===== config.mk =====
export PLATFORM = sky130hd
export DESIGN_NAME = fetch_redirect_unit
export DESIGN_NICKNAME = d
export VERILOG_FILES = /design/src/rtl/fetch_redirect_unit.sv
export SDC_FILE = /design/constraint.sdc
export NUM_CORES = 1
export LEC_CHECK = 0
export ABC_AREA = 1
export CELL_PAD_IN_SITES_DETAIL_PLACEMENT = 1
export CELL_PAD_IN_SITES_GLOBAL_PLACEMENT = 1
export CORE_MARGIN = 1
export CORE_UTILIZATION = 34
export CTS_CLUSTER_SIZE = 40
export DETAILED_ROUTE_END_ITERATION = 10
export GPL_TIMING_DRIVEN = 0
export PLACE_DENSITY_LB_ADDON = 0.1
export SLEW_MARGIN = 20
export SYNTH_ARGS = -nofsm -noshare
export SYNTH_HDL_FRONTEND = slang
export SYNTH_SLANG_ARGS = --single-unit

===== constraint.sdc =====
create_clock -name clk -period 1.9 [get_ports clk]
set_input_delay 0.38 -clock clk [delete_from_list [all_inputs] [get_ports clk]]
set_output_delay 0.38 -clock clk [all_outputs]
set_load 0.01 [all_outputs]

===== src/rtl/fetch_redirect_unit.sv =====
`default_nettype none
// ============================================================================
// Module   : fetch_redirect_unit
// Brief    : IF-stage PC sequencer and IF/ID pipeline register. Issues fetch
//            addresses to a one-cycle-latency instruction memory, applies
//            EX-stage branch/jump redirects (squash, IF/ID clear, ID/EX
//            flush), load-use stall hold and ECALL/EBREAK halt.
// Revision : 1.0 - initial release
// ============================================================================
module fetch_redirect_unit #(
  parameter int              XLEN      = 32,
  parameter logic [XLEN-1:0] RESET_PC  = 32'h0000_0000,
  parameter logic [31:0]     NOP_INSTR = 32'h0000_0013,
  parameter int              CNT_W     = 16
) (
  input  logic             clk,
  input  logic             rst,
  input  logic             branch_taken,
  input  logic [XLEN-1:0]  branch_target,
  input  logic             jump,
  input  logic [XLEN-1:0]  jump_target,
  input  logic             stall,
  input  logic             halt_req,
  input  logic [31:0]      imem_rdata,
  output logic [XLEN-1:0]  imem_addr,
  output logic             imem_req,
  output logic [XLEN-1:0]  if_id_pc,
  output logic [XLEN-1:0]  if_id_pc4,
  output logic [31:0]      if_id_instr,
  output logic             if_id_valid,
  output logic             flush_id_ex,
  output logic             misalign_err,
  output logic             halted,
  output logic [CNT_W-1:0] redirect_cnt
);

  localparam logic [XLEN-1:0] C_PC_STEP = XLEN'(4);

  typedef enum logic [1:0] {
    ST_RUN   = 2'd0,
    ST_FLUSH = 2'd1,
    ST_HALT  = 2'd2
  } state_t;

  state_t           state_q, state_d;
  logic [XLEN-1:0]  pc_q, pc_d;
  logic [XLEN-1:0]  inflight_pc_q, inflight_pc_d;
  logic             inflight_valid_q, inflight_valid_d;
  logic [XLEN-1:0]  if_id_pc_q, if_id_pc_d;
  logic [31:0]      if_id_instr_q, if_id_instr_d;
  logic             if_id_valid_q, if_id_valid_d;
  logic [CNT_W-1:0] redirect_cnt_q, redirect_cnt_d;
  logic             misalign_err_q, misalign_err_d;

  logic             w_redirect;
  logic [XLEN-1:0]  w_raw_target;
  logic [XLEN-1:0]  w_target;
  logic [XLEN-1:0]  w_pc_plus4;

  // Redirect request decode: jump outranks a simultaneous taken branch.
  always_comb begin
    w_redirect   = branch_taken | jump;
    w_raw_target = jump ? jump_target : branch_target;
    // bit0 is always dropped; a set bit1 is a misaligned target and is
    // dropped as well, so the fetch address is always word aligned.
    w_target     = {w_raw_target[XLEN-1:2], 2'b00};
    w_pc_plus4   = pc_q + C_PC_STEP;
  end

  // Next-state and IF/ID update: redirect > halt > stall > normal fetch.
  always_comb begin
    state_d          = state_q;
    pc_d             = pc_q;
    inflight_pc_d    = inflight_pc_q;
    inflight_valid_d = inflight_valid_q;
    if_id_pc_d       = if_id_pc_q;
    if_id_instr_d    = if_id_instr_q;
    if_id_valid_d    = if_id_valid_q;
    redirect_cnt_d   = redirect_cnt_q;
    misalign_err_d   = 1'b0;

    if (state_q != ST_HALT) begin
      if (w_redirect) begin
        pc_d             = w_target;
        inflight_valid_d = 1'b0;
        if_id_valid_d    = 1'b0;
        if_id_instr_d    = NOP_INSTR;
        state_d          = ST_FLUSH;
        misalign_err_d   = w_raw_target[1];
        if (redirect_cnt_q != {CNT_W{1'b1}}) begin
          redirect_cnt_d = redirect_cnt_q + CNT_W'(1);
        end
      end else if (state_q == ST_FLUSH) begin
        // Response arriving now belongs to the squashed path: drop it.
        if_id_valid_d    = 1'b0;
        if_id_instr_d    = NOP_INSTR;
        inflight_pc_d    = pc_q;
        inflight_valid_d = 1'b1;
        pc_d             = w_pc_plus4;
        state_d          = ST_RUN;
      end else if (halt_req) begin
        if_id_valid_d    = 1'b0;
        if_id_instr_d    = NOP_INSTR;
        state_d          = ST_HALT;
      end else if (!stall) begin
        if_id_pc_d       = inflight_pc_q;
        if_id_instr_d    = imem_rdata;
        if_id_valid_d    = inflight_valid_q;
        inflight_pc_d    = pc_q;
        inflight_valid_d = 1'b1;
        pc_d             = w_pc_plus4;
      end
    end
  end

  // State and pipeline registers with asynchronous active-low reset.
  always_ff @(posedge clk or negedge rst) begin
    if (!rst) begin
      state_q          <= ST_FLUSH;
      pc_q             <= RESET_PC;
      inflight_pc_q    <= '0;
      inflight_valid_q <= 1'b0;
      if_id_pc_q       <= '0;
      if_id_instr_q    <= NOP_INSTR;
      if_id_valid_q    <= 1'b0;
      redirect_cnt_q   <= '0;
      misalign_err_q   <= 1'b0;
    end else begin
      state_q          <= state_d;
      pc_q             <= pc_d;
      inflight_pc_q    <= inflight_pc_d;
      inflight_valid_q <= inflight_valid_d;
      if_id_pc_q       <= if_id_pc_d;
      if_id_instr_q    <= if_id_instr_d;
      if_id_valid_q    <= if_id_valid_d;
      redirect_cnt_q   <= redirect_cnt_d;
      misalign_err_q   <= misalign_err_d;
    end
  end

  // While stalled the pending word is re-read so it is fresh when the stall drops.
  assign imem_addr    = (stall && (state_q == ST_RUN)) ? inflight_pc_q : pc_q;
  assign imem_req     = (state_q != ST_HALT);
  assign flush_id_ex  = w_redirect && (state_q != ST_HALT);
  assign halted       = (state_q == ST_HALT);
  assign if_id_pc     = if_id_pc_q;
  assign if_id_pc4    = if_id_pc_q + C_PC_STEP;
  assign if_id_instr  = if_id_instr_q;
  assign if_id_valid  = if_id_valid_q;
  assign misalign_err = misalign_err_q;
  assign redirect_cnt = redirect_cnt_q;

endmodule
`default_nettype wire


==> flow_summary_export.csv, run 1 <==
group,metric,value,unit
floorplan,dieArea,24300,um^2
setup_path,worstSetupEndpoint,"if_id_pc4[26]",
power,p_clk_frac,0.299,
setup_path,reg2reg_slack,80,ps
yosys,avgSynthCellArea,7.88,um^2
clock_tree,cts.reportedPaths.clkPinSlew,70,ps
clock_tree,htree_num_levels,4,
finish,syn_to_final_growth,60.2,%
timing,hold_viol,0,
placed_design,gp_congestion,0.838,
placed_design,post-place-ws,-1030,ps
yosys,synth_flop_cell,"dfrtp_1",
placed_design,dpl.hpwl,21900,um
setup_path,path_class,"flip-flop to output pin",
yosys,synth_edf_count,0,
job,cap_violations,0,
timing,rsz0062_at_grt,"true",
drt,drtPass1Iterations,6,
yosys,yosys.area.top_type,"dfrtp_1",
power,power.leakage,6.08,nW
setup_path,worstSetupStartpointType,"flip-flop",
run_status,outcome,"finished, violations left",
timing,whs,261,ps
drt,vias,8593,
floorplan,ioPinCount,251,
drt,drc,0,
power,power_switching_share,0.367,
run_status,violations,"negative setup slack",
yosys,syn_inst,1024,
finish,post-route-util,0.564,
yosys,netlist_area,8070,um^2
yosys,yosysWarnings,0,
timing,timing.final.crit_share,1.28,
setup_path,r2r-end,"if_id_pc[12]",
finish,fill_cells,2733,
clock_tree,cts_max_path_buffers,2,
setup_path,reg2reg_depth,8,
power,intPower,7.26,mW
setup_path,worstPathRequired,1520,ps
setup_path,cp-startpoint,"if_id_pc[5]",
drt,drt_wl_total,32900,um
setup_path,end_kind,"output pin",
yosys,ys_ff_latch,143,
finish,layout.nets,1491,
yosys,synthTopCellsByArea,"dfrtp_1, nand2_1, o21ai_0",
grt,grt_usage,0.258,
power,powerDensity,887,nW/um^2
finish,postLayoutCellArea,12900,um^2
yosys,yosys.cell_count.top_type,"nand2_1",
drt,dr.first_iter.drc_count,433,
grt,grt_pass1_wl,48300,um
timing,min_period,2440,ps
timing,worstMarginPinSlew,522,ps
timing,slew_viol_final,0,
setup_path,critPathMaxFanout,4,
grt,grt_pass1_vias,8701,
clock_tree,cts-root-buf,"clkbuf_16",
grt,antenna_found_initial,0,
finish,diodes,0,
power,pwr-share-seq,0.368,
setup_path,reg2reg_from,"state_q[0]",
placed_design,postPlaceCellArea,10900,um^2
yosys,synth.yosys.seq_area_share,0.444,
finish,drive_gt1_frac,0.299,
clock_tree,cts_tree,"built",
yosys,async_flop_share,1.00,
setup_path,worstPathArrival,2060,ps
floorplan,rows,55,
grt,grt-ovfl-total,0,
floorplan,dieWidth,156,um
timing,relSlewSlack,0.652,
timing,setup_viol,57,
drt,vias_per_cell,5.02,
timing,fin_ws,-539,ps
power,combinationalPowerShare,0.333,
clock_tree,clk_latency,430,ps
power,p_switching,4.21,mW
floorplan,die_h,156,um
power,vdd_drop_max,0.000605,V
grt,grt_max_degree,92,
yosys,yosys-top-cells-count,"nand2_1, dfrtp_1, nor2_1",
floorplan,coreArea,22900,um^2
hold_path,hold_path_class,"primary input to flip-flop",
drt,ant_nets,0,
clock_tree,cts_buffers,17,
drt,routedWlPerCell,19.2,um
timing,fin_skew,10.5,ps
timing,max_freq,410,MHz
placed_design,port_buffers,241,
yosys,yosysTopAreaCellShare,0.431,
clock_tree,cts.sinks,143,
yosys,synth.distinct_cells,39,
floorplan,start_util,0.352,
through the flow:
step	TNS (ps)	total power, mW	instances
after floorplan	0	5.45	1029
after global placement	-850730	7.27	1583
after detailed placement	-46070	7.37	1584
after CTS	-15280	11.0	1678
after global routing	-20960	12.0	1712
final	-17400	11.5	1712
what timing repair did:
| action | 4_1_cts | 5_1_grt |
|---|---|---|
| cloned | 3 | 0 |
| resized for setup | 396 | 139 |
| hold buffers | 1 | 0 |
| setup endpoints to repair | 66 | 97 |
| pin swaps | 23 | 35 |
| endpoints found under the hold margin | 52 | 0 |
| setup buffers | 58 | 38 |
sequential cells by signal, indices dropped and copies added, names as in the netlist:
register / flops
if_id_valid: 1
if_id_instr: 32
inflight_valid_q: 1
misalign_err: 1
inflight_pc_q: 30
redirect_cnt: 16
state_q: 2
if_id_pc: 30
pc_q: 30
logic make-up after synthesis:
kind of cell | after synthesis | synth area share
fa+ha+maj | 3 | 0.00465
buf+inv | 148 | 0.0856
xor+xnor | 43 | 0.0467
other cells | 1 | 0.000465
compound gates | 213 | 0.163
simple gates | 473 | 0.255
flops | 143 | 0.444
worst max-delay path: stages (launching register included):
cell,delay [ps]
dfrtp_1,430
buf_4,170
nand3_4,120
nor3_4,210
buf_4,160
nand4_1,160
xor2_1,210
buf_2,170
cells in the final DEF, fill, tap and decap left out, types with 4 or more instances in the layout:
cell type        synthesis  routed
xnor2_1                 13      11
dfstp_2                  4       4
clkdlybuf4s50_1          0     158
nor3_4                   0       7
nor2_2                  14      22
clkbuf_2                 2       4
a31oi_1                 13      13
dlygate4sd2_1            0      10
xor2_1                  30      29
nand4_1                  8       8
buf_2                   12      51
dlymetal6s2s_1           0      13
dfrtp_2                  0      20
nand2_2                  6      29
nor2_1                 107      81
nand2_4                  1      15
clkbuf_1                13       6
a21oi_2                  0      11
dfrtp_1                139     119
nand3_1                 52      44
buf_6                    9      34
a22oi_1                 12      12
buf_8                    0       5
inv_8                    0       5
a22o_1                  42      42
a21oi_1                 44      33
nor3_1                  13       4
nand3_2                  1       6
inv_6                    0       6
o21ai_2                 10      23
o21ai_0                 88      66
o21ai_1                  2      10
inv_1                   93      86
conb_1                   1       6
nor2_4                   6      24
nand2_1                255     218
clkbuf_16                0      19
inv_2                    4      11
buf_12                   0       7
buf_4                   12      91
area by class of cell:
cell class | count | area, um^2 | share of cell area
multi-input combinational | 738 | 4420 | 0.342
clock buffer | 17 | 425 | 0.0329
clock inverter | 15 | 164 | 0.0127
timing repair buffer | 340 | 3150 | 0.244
sequential | 143 | 3610 | 0.279
inverter | 100 | 384 | 0.0297
tap | 313 | 392 | 0.0303
buffer | 46 | 383 | 0.0296
power groups by stage:
stage / clock [mW] / combinational, mW / sequential (mW)
5_1_grt: 3.59 / 4.13 / 4.27
3_3_place_gp: 0 / 3.10 / 4.17
2_1_floorplan: 0 / 1.31 / 4.14
4_1_cts: 3.49 / 3.43 / 4.12
3_5_place_dp: 0 / 3.18 / 4.19
6_report: 3.43 / 3.82 / 4.21
metal layers:
| layer | part of all wire | track usage | vias to the layer above |
|---|---|---|---|
| li1 | - | - | 4075 |
| met1 | 0.42 | 0.332 | 4224 |
| met2 | 0.51 | 0.454 | 245 |
| met3 | 0.043 | 0.0392 | 49 |
| met4 | 0.019 | 0.0546 | 0 |
| met5 | 0 | 0 | - |
worst min-delay path by stage:
| stage | startpoint | end | slack [ps] | cells past startpoint |
|---|---|---|---|---|
| 4_1_cts | jump | misalign_err | 260 | 4 |
| 3_3_place_gp | inflight_pc_q[3] | inflight_pc_q[3] | 470 | 2 |
| 6_report | jump | misalign_err | 260 | 4 |
| 3_5_place_dp | rst | redirect_cnt[2] | 330 | 1 |
| 5_1_grt | jump | misalign_err | 270 | 4 |
| 2_1_floorplan | rst | if_id_instr[10] | 80 | 0 |
No activity file was read; power rests on OpenSTA's default activity.
==> inputs of run 2 (changes only) <==
--- a/config.mk
+++ b/config.mk
@@ -10,6 +10,7 @@
 export CELL_PAD_IN_SITES_GLOBAL_PLACEMENT = 1
 export CORE_MARGIN = 1
 export CORE_UTILIZATION = 34
+export CTS_CLUSTER_DIAMETER = 60
 export CTS_CLUSTER_SIZE = 40
 export DETAILED_ROUTE_END_ITERATION = 10
 export GPL_TIMING_DRIVEN = 0
==> results of run 2 <==
Same layout as run 1: the final DEF is identical, and so are final timing and power.
